## config.mk

```make
export PLATFORM = sky130hd
export DESIGN_NAME = rr_arbiter_4
export DESIGN_NICKNAME = d
export VERILOG_FILES = /design/src/rtl/rr_arbiter_4.sv
export SDC_FILE = /design/constraint.sdc
export NUM_CORES = 1
export LEC_CHECK = 0
export CORE_AREA = 2 2 39 41
export DETAILED_ROUTE_END_ITERATION = 8
export DIE_AREA = 0 0 41 43
export PLACE_DENSITY = 0.75
export SLEW_MARGIN = 20
export SYNTH_ARGS = -nofsm -noshare
export SYNTH_HDL_FRONTEND = slang
export SYNTH_SLANG_ARGS = --single-unit
```

## constraint.sdc

```tcl
create_clock -name clk -period 3.2 [get_ports clk]
set_input_delay 0.64 -clock clk [delete_from_list [all_inputs] [get_ports clk]]
set_output_delay 0.64 -clock clk [all_outputs]
set_load 0.05 [all_outputs]
```

## src/rtl/rr_arbiter_4.sv

```systemverilog
// rr_arbiter_4 -- four-requester round-robin arbiter with registered grants.
//
// Outputs a one-hot grant, its 2-bit encoded index and a valid flag. The
// index doubles as the round-robin pointer: after a release the scan restarts
// just above the last owner, so that owner drops to lowest priority.
//
// Optional feature macro: ARB_TIMEOUT_EN
//   defined   -> an 8-bit hold counter force-releases an owner after MAX_HOLD
//                visible grant cycles and pulses tmo for one cycle.
//   undefined -> owners hold the grant for as long as they request; tmo is 0.
module rr_arbiter_4 #(
    parameter int unsigned MAX_HOLD = 8
) (
    input  logic       clk,
    input  logic       rst_n,
    input  logic [3:0] req,
    output logic [3:0] gnt,
    output logic [1:0] gnt_idx,
    output logic       gnt_vld,
    output logic       tmo
);

    typedef enum logic {
        IDLE  = 1'b0,
        GRANT = 1'b1
    } state_e;

    state_e     state_q;
    logic [3:0] gnt_q;
    logic [1:0] idx_q;
    logic       vld_q;
    logic       tmo_q;

    logic       win_found_d;
    logic [1:0] win_idx_d;
    logic [1:0] scan_cand;
    logic       owner_req;
    logic       hold_expired;

    // Circular scan starting one above the last owner; the first set request wins.
    always_comb begin
        win_found_d = 1'b0;
        win_idx_d   = idx_q;
        scan_cand   = idx_q;
        for (int off = 1; off <= 4; off++) begin
            scan_cand = idx_q + 2'(off);
            if (!win_found_d && req[scan_cand]) begin
                win_found_d = 1'b1;
                win_idx_d   = scan_cand;
            end
        end
    end

    assign owner_req = req[idx_q];

`ifdef ARB_TIMEOUT_EN
    // The counter holds the number of completed grant cycles, so the last
    // allowed cycle is the one where it reads MAX_HOLD-1.
    localparam logic [7:0] HoldLast = 8'(MAX_HOLD - 1);

    logic [7:0] hold_cnt_q;

    assign hold_expired = (hold_cnt_q == HoldLast);

    // Hold counter: cleared when a grant starts, advanced on every kept grant edge.
    always_ff @(posedge clk or negedge rst_n) begin
        if (!rst_n) begin
            hold_cnt_q <= 8'd0;
        end else if (state_q == IDLE) begin
            if (win_found_d) begin
                hold_cnt_q <= 8'd0;
            end
        end else if (owner_req && !hold_expired) begin
            hold_cnt_q <= hold_cnt_q + 8'd1;
        end
    end
`else
    assign hold_expired = 1'b0;
`endif

    // Arbiter FSM with all outputs registered in the same block so the
    // one-hot grant and its index can never disagree.
    always_ff @(posedge clk or negedge rst_n) begin
        if (!rst_n) begin
            state_q <= IDLE;
            gnt_q   <= 4'b0000;
            idx_q   <= 2'b11;
            vld_q   <= 1'b0;
            tmo_q   <= 1'b0;
        end else begin
            tmo_q <= 1'b0;
            unique case (state_q)
                IDLE: begin
                    if (win_found_d) begin
                        state_q <= GRANT;
                        gnt_q   <= 4'b0001 << win_idx_d;
                        idx_q   <= win_idx_d;
                        vld_q   <= 1'b1;
                    end
                end
                GRANT: begin
                    if (!owner_req) begin
                        state_q <= IDLE;
                        gnt_q   <= 4'b0000;
                        vld_q   <= 1'b0;
                    end else if (hold_expired) begin
                        state_q <= IDLE;
                        gnt_q   <= 4'b0000;
                        vld_q   <= 1'b0;
                        tmo_q   <= 1'b1;
                    end
                end
                default: begin
                    state_q <= IDLE;
                    gnt_q   <= 4'b0000;
                    vld_q   <= 1'b0;
                end
            endcase
        end
    end

    assign gnt     = gnt_q;
    assign gnt_idx = idx_q;
    assign gnt_vld = vld_q;
    assign tmo     = tmo_q;

`ifndef SYNTHESIS
    // Structural invariants of the registered outputs.
    a_max_hold_range : assert property (@(posedge clk)
        (MAX_HOLD >= 2) && (MAX_HOLD <= 255));
    a_vld_matches_gnt : assert property (@(posedge clk) disable iff (!rst_n)
        vld_q == (gnt_q != 4'b0000));
    a_gnt_onehot_of_idx : assert property (@(posedge clk) disable iff (!rst_n)
        vld_q |-> (gnt_q == (4'b0001 << idx_q)));
    a_tmo_only_when_idle : assert property (@(posedge clk) disable iff (!rst_n)
        tmo_q |-> !vld_q);
`endif

endmodule

```

## After elaboration in Yosys (flattened, before gate mapping)

Index checks and enable logic that the tools add are counted.

| storage, ports and cells | value |
|---|---|
| register bits | 8 |
| output and inout bits | 8 |
| word-level logic and storage cells | 48 |

| operators by class | value |
|---|---|
| $add $sub $neg | 3 |
| order comparisons | 4 |
| eq/ne operators | 2 |
| shifts and indexed selects | 1 |
| mux-type cells | 25 |
| bitwise gates (word level) | 1 |
| reductions and logical operators | 8 |

Operators by type and width:

| kind | count |
|---|---|
| $lt 2x3->1 const B | 4 |
| $mux 1 | 12 |
| $bmux 1 s2 | 4 |
| $mux 2 | 4 |
| $mux 4 | 2 |
| $pmux 4 s2 | 1 |
| $add 2x2->2 const B | 2 |
| $ne 2x2->1 const B | 2 |
| $pmux 1 s2 | 2 |
| $reduce_and 2->1 | 2 |
| $shl 1x2->4 const A | 1 |
| $logic_and 1x1->1 | 3 |
| $logic_not 1->1 | 3 |
| $add 2x1->2 const B | 1 |
| $not 1->1 | 1 |

## Longest topological paths before layout

Gate-level depths: netlist (run 1).

| depth | value |
|---|---|
| depth in word-level cells | 16 |
| gate-level depth with buffers | 5 |
| mapped depth without buffers | 4 |

## Worst setup path before layout (run 1)

OpenSTA, ideal clock, no wires.

| timing path | value |
|---|---|
| kind | register -> register |
| from | reg idx_q[1], in the netlist gnt_idx[1] |
| to | reg gnt_q[2], in the netlist gnt[2] |
| library setup time | 76 ps |
| data arrival time | 1597 ps |
| path slack | 1527 ps |
| stages on the path, launching flop included | 6 |
| path buffers | 1 |
| period minus slack after synthesis | 1673 ps |
| cell sequence | dfstp_2 buf_6 mux2i_1 nor2_1 or3_1 o21ai_1 |

| on the way | value |
|---|---|
| word-level cells in the longest chain between the ends | 16 |
| elaborated cells between the ends (all ways) | 31 |
| those cells by class | 3 x add/sub; 2 x eq/ne; 1 x shift; 18 x mux; 7 x reduce/logical |

RTL lines:

| what | RTL line | text |
|---|---|---|
| from (decl) | 30 | `logic [1:0] idx_q;` |
| from (signal assigned) | 97 | `idx_q <= win_idx_d;` |
| $add 2x1->2 | 46 | `scan_cand = idx_q + 2'(off);` |
| $bmux 1 s2 | 47 | `if (!win_found_d && req[scan_cand]) begin` |
| $mux 1 (implied by the code) | 47 |  |
| $mux 1 | 47 |  |
| $logic_not 1->1 | 47 |  |
| $logic_and 1x1->1 | 47 |  |
| $mux 1 | 47 |  |
| $logic_not 1->1 | 47 |  |
| $logic_and 1x1->1 | 47 |  |
| $mux 1 | 47 |  |
| $logic_not 1->1 | 47 |  |
| $logic_and 1x1->1 | 47 |  |
| $mux 2 | 47 |  |
| $shl 1x2->4 | 96 | `gnt_q <= 4'b0001 << win_idx_d;` |
| $mux 4 | 94 | `if (win_found_d) begin` |
| $pmux 4 s2 | 92 | `unique case (state_q)` |
| to (signal assigned) | 96 |  |
| to (decl) | 29 | `logic [3:0] gnt_q;` |

Parallel ways exist; a longest one is shown, timed or not. The select of a mux whose other input is x is not followed.
A chain may end at the register's enable or synchronous reset.

## Final worst setup path (run 1)

| timing path | value |
|---|---|
| from | reg idx_q[1], in the netlist gnt_idx[1] |
| to | out gnt_idx[1] |

RTL lines:

| what | RTL line | text |
|---|---|---|
| to (decl) | 18 | `output logic [1:0] gnt_idx,` |

No word-level cell between the ends.

==> results of run 1 <==
==> through the flow <==
step / power, mW / instances / hold slack [ps] / area (µm²)
final: 0.682 / 80 / 542 / 636
after global routing: 0.724 / 80 / 574 / 636
after CTS: 0.688 / 80 / 538 / 636
after detailed placement: 0.614 / 77 / 527 / 613
after global placement: 0.604 / 77 / 517 / 613
after floorplan: 0.506 / 52 / 344 / 504
==> placed cells by master, fill, tap and decap left out <==
cell             netlist  routed
dfrtp_1                6       6
and3b_2                1       1
o21ai_0                3       3
or2b_1                 1       1
o21ai_1                3       3
nand2_1                2       2
a21oi_1                5       5
clkdlybuf4s50_1        0      12
nor2_1                 3       3
inv_1                  1       1
dfstp_2                2       2
or3_1                  1       1
nor2b_1                2       2
and3b_1                5       5
a31oi_1                4       4
mux2i_1                3       3
nor3_1                 3       3
or4_4                  1       1
clkbuf_4               0       3
nor4_4                 1       1
conb_1                 1       1
nand2b_1               1       1
==> final timing paths <==
check	start	end	cells after the start
worst max-delay path	gnt_idx[1]$_DFFE_PN1P_	gnt_idx[1]	1
worst min-delay path	gnt[1]$_DFFE_PN0P_	gnt[1]$_DFFE_PN0P_	2
worst max register to register	gnt_idx[1]$_DFFE_PN1P_	gnt_vld$_DFFE_PN0P_	4
worst min register to register	gnt[1]$_DFFE_PN0P_	gnt[1]$_DFFE_PN0P_	2
max in group asynchronous	rst_n	gnt_idx[0]$_DFFE_PN1P_	1
min in group asynchronous	rst_n	gnt[1]$_DFFE_PN0P_	1
==> metal layers <==
metal | up-vias | global-route usage [%] | part of all wire, %
li1 | 213 | - | -
met1 | 207 | 16.1 | 41
met2 | 11 | 22.2 | 52
met3 | 2 | 6.28 | 5.9
met4 | 0 | 8.00 | 1.1
met5 | - | 0 | 0
==> sequential cells by signal, summed over array words and instances (netlist names) <==
register	cells
gnt	4
gnt_idx	2
gnt_vld	1
state_q	1
==> power by group through the flow <==
| stage | Clock [mW] | Combinational [mW] | Sequential, mW |
|---|---|---|---|
| floorplan | 0 | 0.167 | 0.339 |
| global placement | 0 | 0.379 | 0.225 |
| detailed placement | 0 | 0.384 | 0.230 |
| CTS | 0.0750 | 0.384 | 0.228 |
| global route | 0.0800 | 0.405 | 0.238 |
| finish | 0.0721 | 0.380 | 0.230 |
==> logic make-up (layout without fill, tap and decap cells) <==
family | after synthesis | count (layout) | share of synthesized area [%]
other cells | 1 | 1 | 0.744
compound gates | 15 | 15 | 15.9
buf+inv | 4 | 16 | 6.95
simple gates | 21 | 21 | 30.3
flops | 8 | 8 | 40.2
mux | 3 | 3 | 5.96
==> cell usage after synthesis <==
cell type	n
mux2i_1	3
buf_4	1
nor3_1	3
or3_1	1
dfstp_2	2
nor4_4	1
dlymetal6s2s_1	1
or2b_1	1
or4_4	1
o21ai_1	3
a21oi_1	5
nand2_1	2
and3b_2	1
a31oi_1	4
o21ai_0	3
dfrtp_1	6
conb_1	1
inv_1	1
nor2_1	3
and3b_1	5
nand2b_1	1
buf_6	1
nor2b_1	2
==> cell type report <==
| class | count | area (µm²) | area share [%] |
|---|---|---|---|
| tap | 16 | 20.0 | 3.15 |
| multi-input combinational | 40 | 267 | 41.9 |
| clock buffer | 3 | 22.5 | 3.54 |
| timing repair buffer | 12 | 120 | 18.9 |
| inverter | 1 | 3.75 | 0.591 |
| sequential | 8 | 203 | 31.9 |
==> impl_metrics.toml, run 1 <==
[die]
initial_core_util_pct = 36.4
rows = 14
die_w_um = 41
die_h_um = 43
core-area_um2 = 1380
io_pins = 14
dieArea_um2 = 1760

[synth]
ys_warn_count = 0
synth.distinct_cells = 23
ys_seq_area_share_pct = 40.2
synth.net_count = 58
synth_area_per_cell_um2 = 9.70
synth_top_area_share_pct = 29.8
netlist_area_um2 = 504
synth-seq-cells = 8
netlist_instances = 52
post-synth-top-area-cell = "dfrtp_1"
synth.area.top_cells = "dfrtp_1, dfstp_2, and3b_1"

[timing]
setup_violations = 0
grt_setup_unrepaired = "no"
hold_viol = 0
fmax_ghz = 0.426
max-slew-margin-rel_pct = 63.9
fin_ws_ps = 854
min_period_over_period_pct = 73.3
fin_worst_skew_ps = 1.27
fin_setup_tns_ps = 0
worstMarginPinSlew_ps = 527
period_needed_ps = 2350
maxSlewViolCount = 0

[cells_and_area]
antenna_cells = 0
area_delta_synth_final_pct = 26.1
nets = 72
utilization_pct = 45.9
drive_gt1_share_pct = 12.5
num-fill-cells = 144

[setup_path]
path_cells = "clkdlybuf4s50_1"
r2r_slack_ps = 1640
cpPeakStageDelay_ps = 830
cpMaxStageDelayCell = "clkdlybuf4s50_1"
path_delay_family = "buffers and inverters"
worstSetupEndpointType = "output port"
cp.arrival_ps = 1710
path_max_fanout = 10
cp-start-kind = "flip-flop"
worstSetupPathType = "reg -> out"
cp_num_buf_inv = 1
cp.required_ps = 2560

[clocking]
clock_path_buffers = 2
cts_resized = 0
cts.sinks = 8
ctsHoldBuffers = 0
cts.clk_slew.worst_paths_ps = 50
cts_tree = "built"
insertion_delay_ps = 250
cts_setup_buffers = 0
h-tree-depth = 1
numCtsBuffers = 3
cts-root-buf = "clkbuf_4"

[detailed_routing]
vias = 433
route.detailed.drc = 0
wirelength_um = 987
viasPerCell = 5.41
first_pass_iters = 4
wl_per_cell_um = 12.3
ant_nets = 0
drt_iter0_drc = 6

[placed_design]
gp_congestion = 0.763
post-place-ws_ps = 996
dp_hpwl_um = 800
port-buffer-count = 12

[grt]
antenna_found_initial = 0
grt_pass1_wl_um = 1680
grt_pass1_vias = 395
grt-ovfl-total = 0
grt_start_max_net_pins = 14
grt_use_total_pct = 14.6

[power]
vdd_ir_drop_max_v = 0.000349
power_frac_comb_pct = 55.8
power_density_nw_per_um2 = 1070
seq_power_share_pct = 33.7
clkPwrFrac_pct = 10.6
internal_power_mw = 0.345
switching_power_mw = 0.337
p_leak_nw = 0.282
switching_share_pct = 49.5

[worst_hold_path]
hp-class = "reg -> reg"

[run]
max_cap_viol_count = 0

[outcome]
run_status = "complete, no violations"
(Power assumes the default switching activity.)
==> run 2: changes to the inputs <==
==> constraint.sdc (replaced) <==
create_clock -name clk -period 2.2 [get_ports clk]
set_input_delay 0.44 -clock clk [delete_from_list [all_inputs] [get_ports clk]]
set_output_delay 0.44 -clock clk [all_outputs]
set_load 0.05 [all_outputs]
==> impl_metrics.toml, run 2 (synthesized netlist as in run 1, its figures left out) <==
[detailed_routing]
wirelength_um = 965
first_pass_iters = 4
ant_nets = 0
route.detailed.drc = 0
viasPerCell = 5.35
vias = 444
wl_per_cell_um = 11.6
drt_iter0_drc = 6

[die]
core-area_um2 = 1380
die_w_um = 41
rows = 14
io_pins = 14
die_h_um = 43
dieArea_um2 = 1760
initial_core_util_pct = 36.4

[clocking]
ctsHoldBuffers = 0
clock_path_buffers = 2
cts-root-buf = "clkbuf_4"
cts_resized = 0
h-tree-depth = 1
cts_setup_buffers = 0
cts_tree = "built"
numCtsBuffers = 3
cts.clk_slew.worst_paths_ps = 60
insertion_delay_ps = 260
cts.sinks = 8

[setup_path]
r2r_cells = 4
path_cells = "clkdlybuf4s50_1"
cp.arrival_ps = 1660
cpMaxStageDelayCell = "clkdlybuf4s50_1"
r2r_slack_ps = 610
worstSetupEndpointType = "output port"
cp.required_ps = 1760
cpPeakStageDelay_ps = 820
cp-start-kind = "flip-flop"
path_max_fanout = 7
r2r-end = "gnt[1]$_DFFE_PN0P_"
worstSetupPathType = "reg -> out"
cp_num_buf_inv = 1
path_delay_family = "buffers and inverters"
r2r_start = "gnt_idx[1]$_DFFE_PN1P_"

[placed_design]
gp_congestion = 0.775
port-buffer-count = 12
dp_hpwl_um = 770
post-place-ws_ps = 187

[grt]
grt_pass1_wl_um = 1630
grt-ovfl-total = 0
antenna_found_initial = 0
grt_pass1_vias = 385
grt_start_max_net_pins = 14
grt_use_total_pct = 13.8

[timing]
min_period_over_period_pct = 95.5
hold_viol = 0
period_needed_ps = 2100
grt_setup_unrepaired = "no"
maxSlewViolCount = 0
fin_setup_tns_ps = 0
setup_violations = 0
fmax_ghz = 0.476
fin_ws_ps = 99.4
fin_worst_skew_ps = 2.49

[power]
p_leak_nw = 0.295
vdd_ir_drop_max_v = 0.000506
power_density_nw_per_um2 = 1560

[cells_and_area]
nets = 74
final_cell_mix = "clkdlybuf4s50_1, dfrtp_1, a21oi_1, and3b_1, a31oi_1"
area_delta_synth_final_pct = 29.3
final_common_cell = "clkdlybuf4s50_1"
drive_gt1_share_pct = 16.4
largest_reg_flops = 4
antenna_cells = 0

[run]
max_cap_viol_count = 0

[worst_hold_path]
hp-class = "in -> async"

[outcome]
run_status = "complete, no violations"
run 2: layout make-up:
cell class | count | area, µm²
flip-flops and latches | 8 | 203
inverters | 1 | 3.75
fillers | 138 | 732
well taps | 16 | 20.0
clock buffers | 4 | 26.3
multi-input cells | 40 | 267
repair buffers | 14 | 133
run 2: worst max-delay path by stage:
stage                           startpoint                  to  slack [ps]  cells after the start
floorplan           gnt_idx[1]$_DFFE_PN1P_  gnt[2]$_DFFE_PN0P_         530                      5
global placement                    req[3]  gnt[3]$_DFFE_PN0P_         200                      5
detailed placement                  req[3]  gnt[2]$_DFFE_PN0P_         190                      5
CTS                 gnt_idx[0]$_DFFE_PN1P_          gnt_idx[0]          90                      1
global route        gnt_idx[0]$_DFFE_PN1P_          gnt_idx[0]          50                      1
finish              gnt_idx[0]$_DFFE_PN1P_          gnt_idx[0]         100                      1
run 2: stage by stage:
step,power (mW),util [%],instance area [µm²],std cells,hold WS (ps)
global placement,0.894,45.2,626,79,526
detailed placement,0.900,45.2,626,79,528
CTS,1.02,47.1,652,83,457
floorplan,0.736,-,504,52,144
global route,1.08,47.1,652,83,480
finish,1.02,47.1,652,83,445
run 2: layer usage:
| layer | part of all wire [%] | global-route usage [%] | vias to the layer above |
|---|---|---|---|
| met5 | 0 | 0 | - |
| met4 | 1.8 | 6.00 | 0 |
| met3 | 7.0 | 6.28 | 4 |
| met2 | 47 | 20.0 | 14 |
| met1 | 44 | 17.0 | 207 |
| li1 | - | - | 219 |
run 2: power by group:
group	internal (mW)	total [mW]	switching, mW
clock network	0.0696	0.122	0.0528
registers	0.231	0.331	0.0991
logic	0.217	0.563	0.346
==> run 3: changes to the inputs <==
==> constraint.sdc (replaced) <==
create_clock -name clk -period 2.45 [get_ports clk]
set_input_delay 0.49 -clock clk [delete_from_list [all_inputs] [get_ports clk]]
set_output_delay 0.49 -clock clk [all_outputs]
set_load 0.05 [all_outputs]
==> impl_metrics.toml, run 3 (synthesized netlist as in run 1, its figures left out) <==
[die]
core-area_um2 = 1380
die_h_um = 43
die_w_um = 41
initial_core_util_pct = 36.4
io_pins = 14
rows = 14
dieArea_um2 = 1760

[timing]
maxSlewViolCount = 0
max-slew-margin-rel_pct = 62.2
period_needed_ps = 2190
worst_hold_slack_ps = 515
hold_viol = 0
worstMarginPinSlew_ps = 551
setup_violations = 0
grt_setup_unrepaired = "no"
fin_setup_tns_ps = 0
fmax_ghz = 0.457
min_period_over_period_pct = 89.4
fin_worst_skew_ps = 1.09

[detailed_routing]
drt_iter0_drc = 5
vias = 422
ant_nets = 0
viasPerCell = 5.28
route.detailed.drc = 0
first_pass_iters = 2
wl_per_cell_um = 11.9
wirelength_um = 949

[placed_design]
dp_hpwl_um = 767
gp_congestion = 0.763
port-buffer-count = 12
dp_cells = 77

[power]
seq_power_share_pct = 33.6
internal_power_mw = 0.450
p_leak_nw = 0.282
power_frac_comb_pct = 55.9
clkPwrFrac_pct = 10.5
switching_power_mw = 0.437
vdd_ir_drop_max_v = 0.000455
power_density_nw_per_um2 = 1400
switching_share_pct = 49.3

[setup_path]
cpMaxStageDelayCell = "clkdlybuf4s50_1"
cp-start-kind = "flip-flop"
cp.required_ps = 1960
path_max_fanout = 10
cp.arrival_ps = 1700
cp_num_buf_inv = 1
cpPeakStageDelay_ps = 830
path_cells = "clkdlybuf4s50_1"
worstSetupEndpointType = "output port"
path_delay_family = "buffers and inverters"
worstSetupPathType = "reg -> out"

[clocking]
cts.clk_slew.worst_paths_ps = 50
cts_resized = 0
clock_path_buffers = 2
insertion_delay_ps = 240
cts.sinks = 8
cts-root-buf = "clkbuf_4"
ctsHoldBuffers = 0
cts_tree = "built"
h-tree-depth = 1
numCtsBuffers = 3
cts_setup_buffers = 0

[cells_and_area]
final_cell_mix = "clkdlybuf4s50_1, dfrtp_1, a21oi_1, and3b_1, a31oi_1"
final_common_cell = "clkdlybuf4s50_1"
drive_gt1_share_pct = 12.5
final_cells = 80
antenna_cells = 0
largest_reg_flops = 4
nets = 72
area_delta_synth_final_pct = 26.1

[grt]
grt_use_total_pct = 12.8
grt_busiest_layer = "met2"
met2_usage_pct = 20.0
grt-ovfl-total = 0
grt_start_max_net_pins = 14
grt_pass1_wl_um = 1490
antenna_found_initial = 0
gr-usage-met1_pct = 14.5
grt_pass1_vias = 375
met3_usage_pct = 4.71

[outcome]
run_status = "complete, no violations"

[worst_hold_path]
hp-class = "in -> async"

[run]
max_cap_viol_count = 0
-- run 3: area by class of cell --
class                      instances  area [µm²]
multi-input combinational         40         267
tap                               16        20.0
timing repair buffer              12         120
sequential                         8         203
fill                             144         748
clock buffer                       3        22.5
inverter                           1        3.75
-- run 3: final timing paths --
path | slack, ps | endpoint | from | depth (start not counted)
min in group clk | 540 | gnt[1]$_DFFE_PN0P_ | gnt[1]$_DFFE_PN0P_ | 2
min | 520 | gnt[1]$_DFFE_PN0P_ | rst_n | 1
max reg2reg | 870 | gnt_vld$_DFFE_PN0P_ | gnt_idx[1]$_DFFE_PN1P_ | 4
min reg2reg | 540 | gnt[1]$_DFFE_PN0P_ | gnt[1]$_DFFE_PN0P_ | 2
max in group asynchronous | 1640 | gnt_idx[0]$_DFFE_PN1P_ | rst_n | 1
max | 260 | gnt_idx[1] | gnt_idx[1]$_DFFE_PN1P_ | 1
-- run 3: worst register-to-register path, delay by kind of cell (launching register included) --
family,cells,cell delay (ps)
AOI/OAI and AO/OA,1,180
DFF,1,620
muxes,2,590
and+or+nand+nor,1,100
-- run 3: power groups by stage --
stage | sequential (mW) | clock [mW] | combinational (mW)
6_report | 0.298 | 0.0936 | 0.496
5_1_grt | 0.309 | 0.106 | 0.529
4_1_cts | 0.298 | 0.0956 | 0.500
3_5_place_dp | 0.300 | 0 | 0.499
3_3_place_gp | 0.294 | 0 | 0.495
2_1_floorplan | 0.443 | 0 | 0.219
-- run 3: metal layers --
metal | wire length (µm) | vias up
li1 | - | 213
met1 | 388 | 194
met2 | 493 | 11
met3 | 51 | 4
met4 | 15 | 0
met5 | 0 | -
-- run 3: per-stage QoR --
| step | area [µm²] | util (%) | power, mW | setup WS (ps) |
|---|---|---|---|---|
| final | 636 | 45.9 | 0.887 | 259 |
| after global routing | 636 | 45.9 | 0.944 | 215 |
| after CTS | 636 | 45.9 | 0.894 | 253 |
| after detailed placement | 613 | 44.3 | 0.799 | 389 |
| after global placement | 613 | 44.3 | 0.789 | 488 |
| after floorplan | 504 | - | 0.661 | 777 |
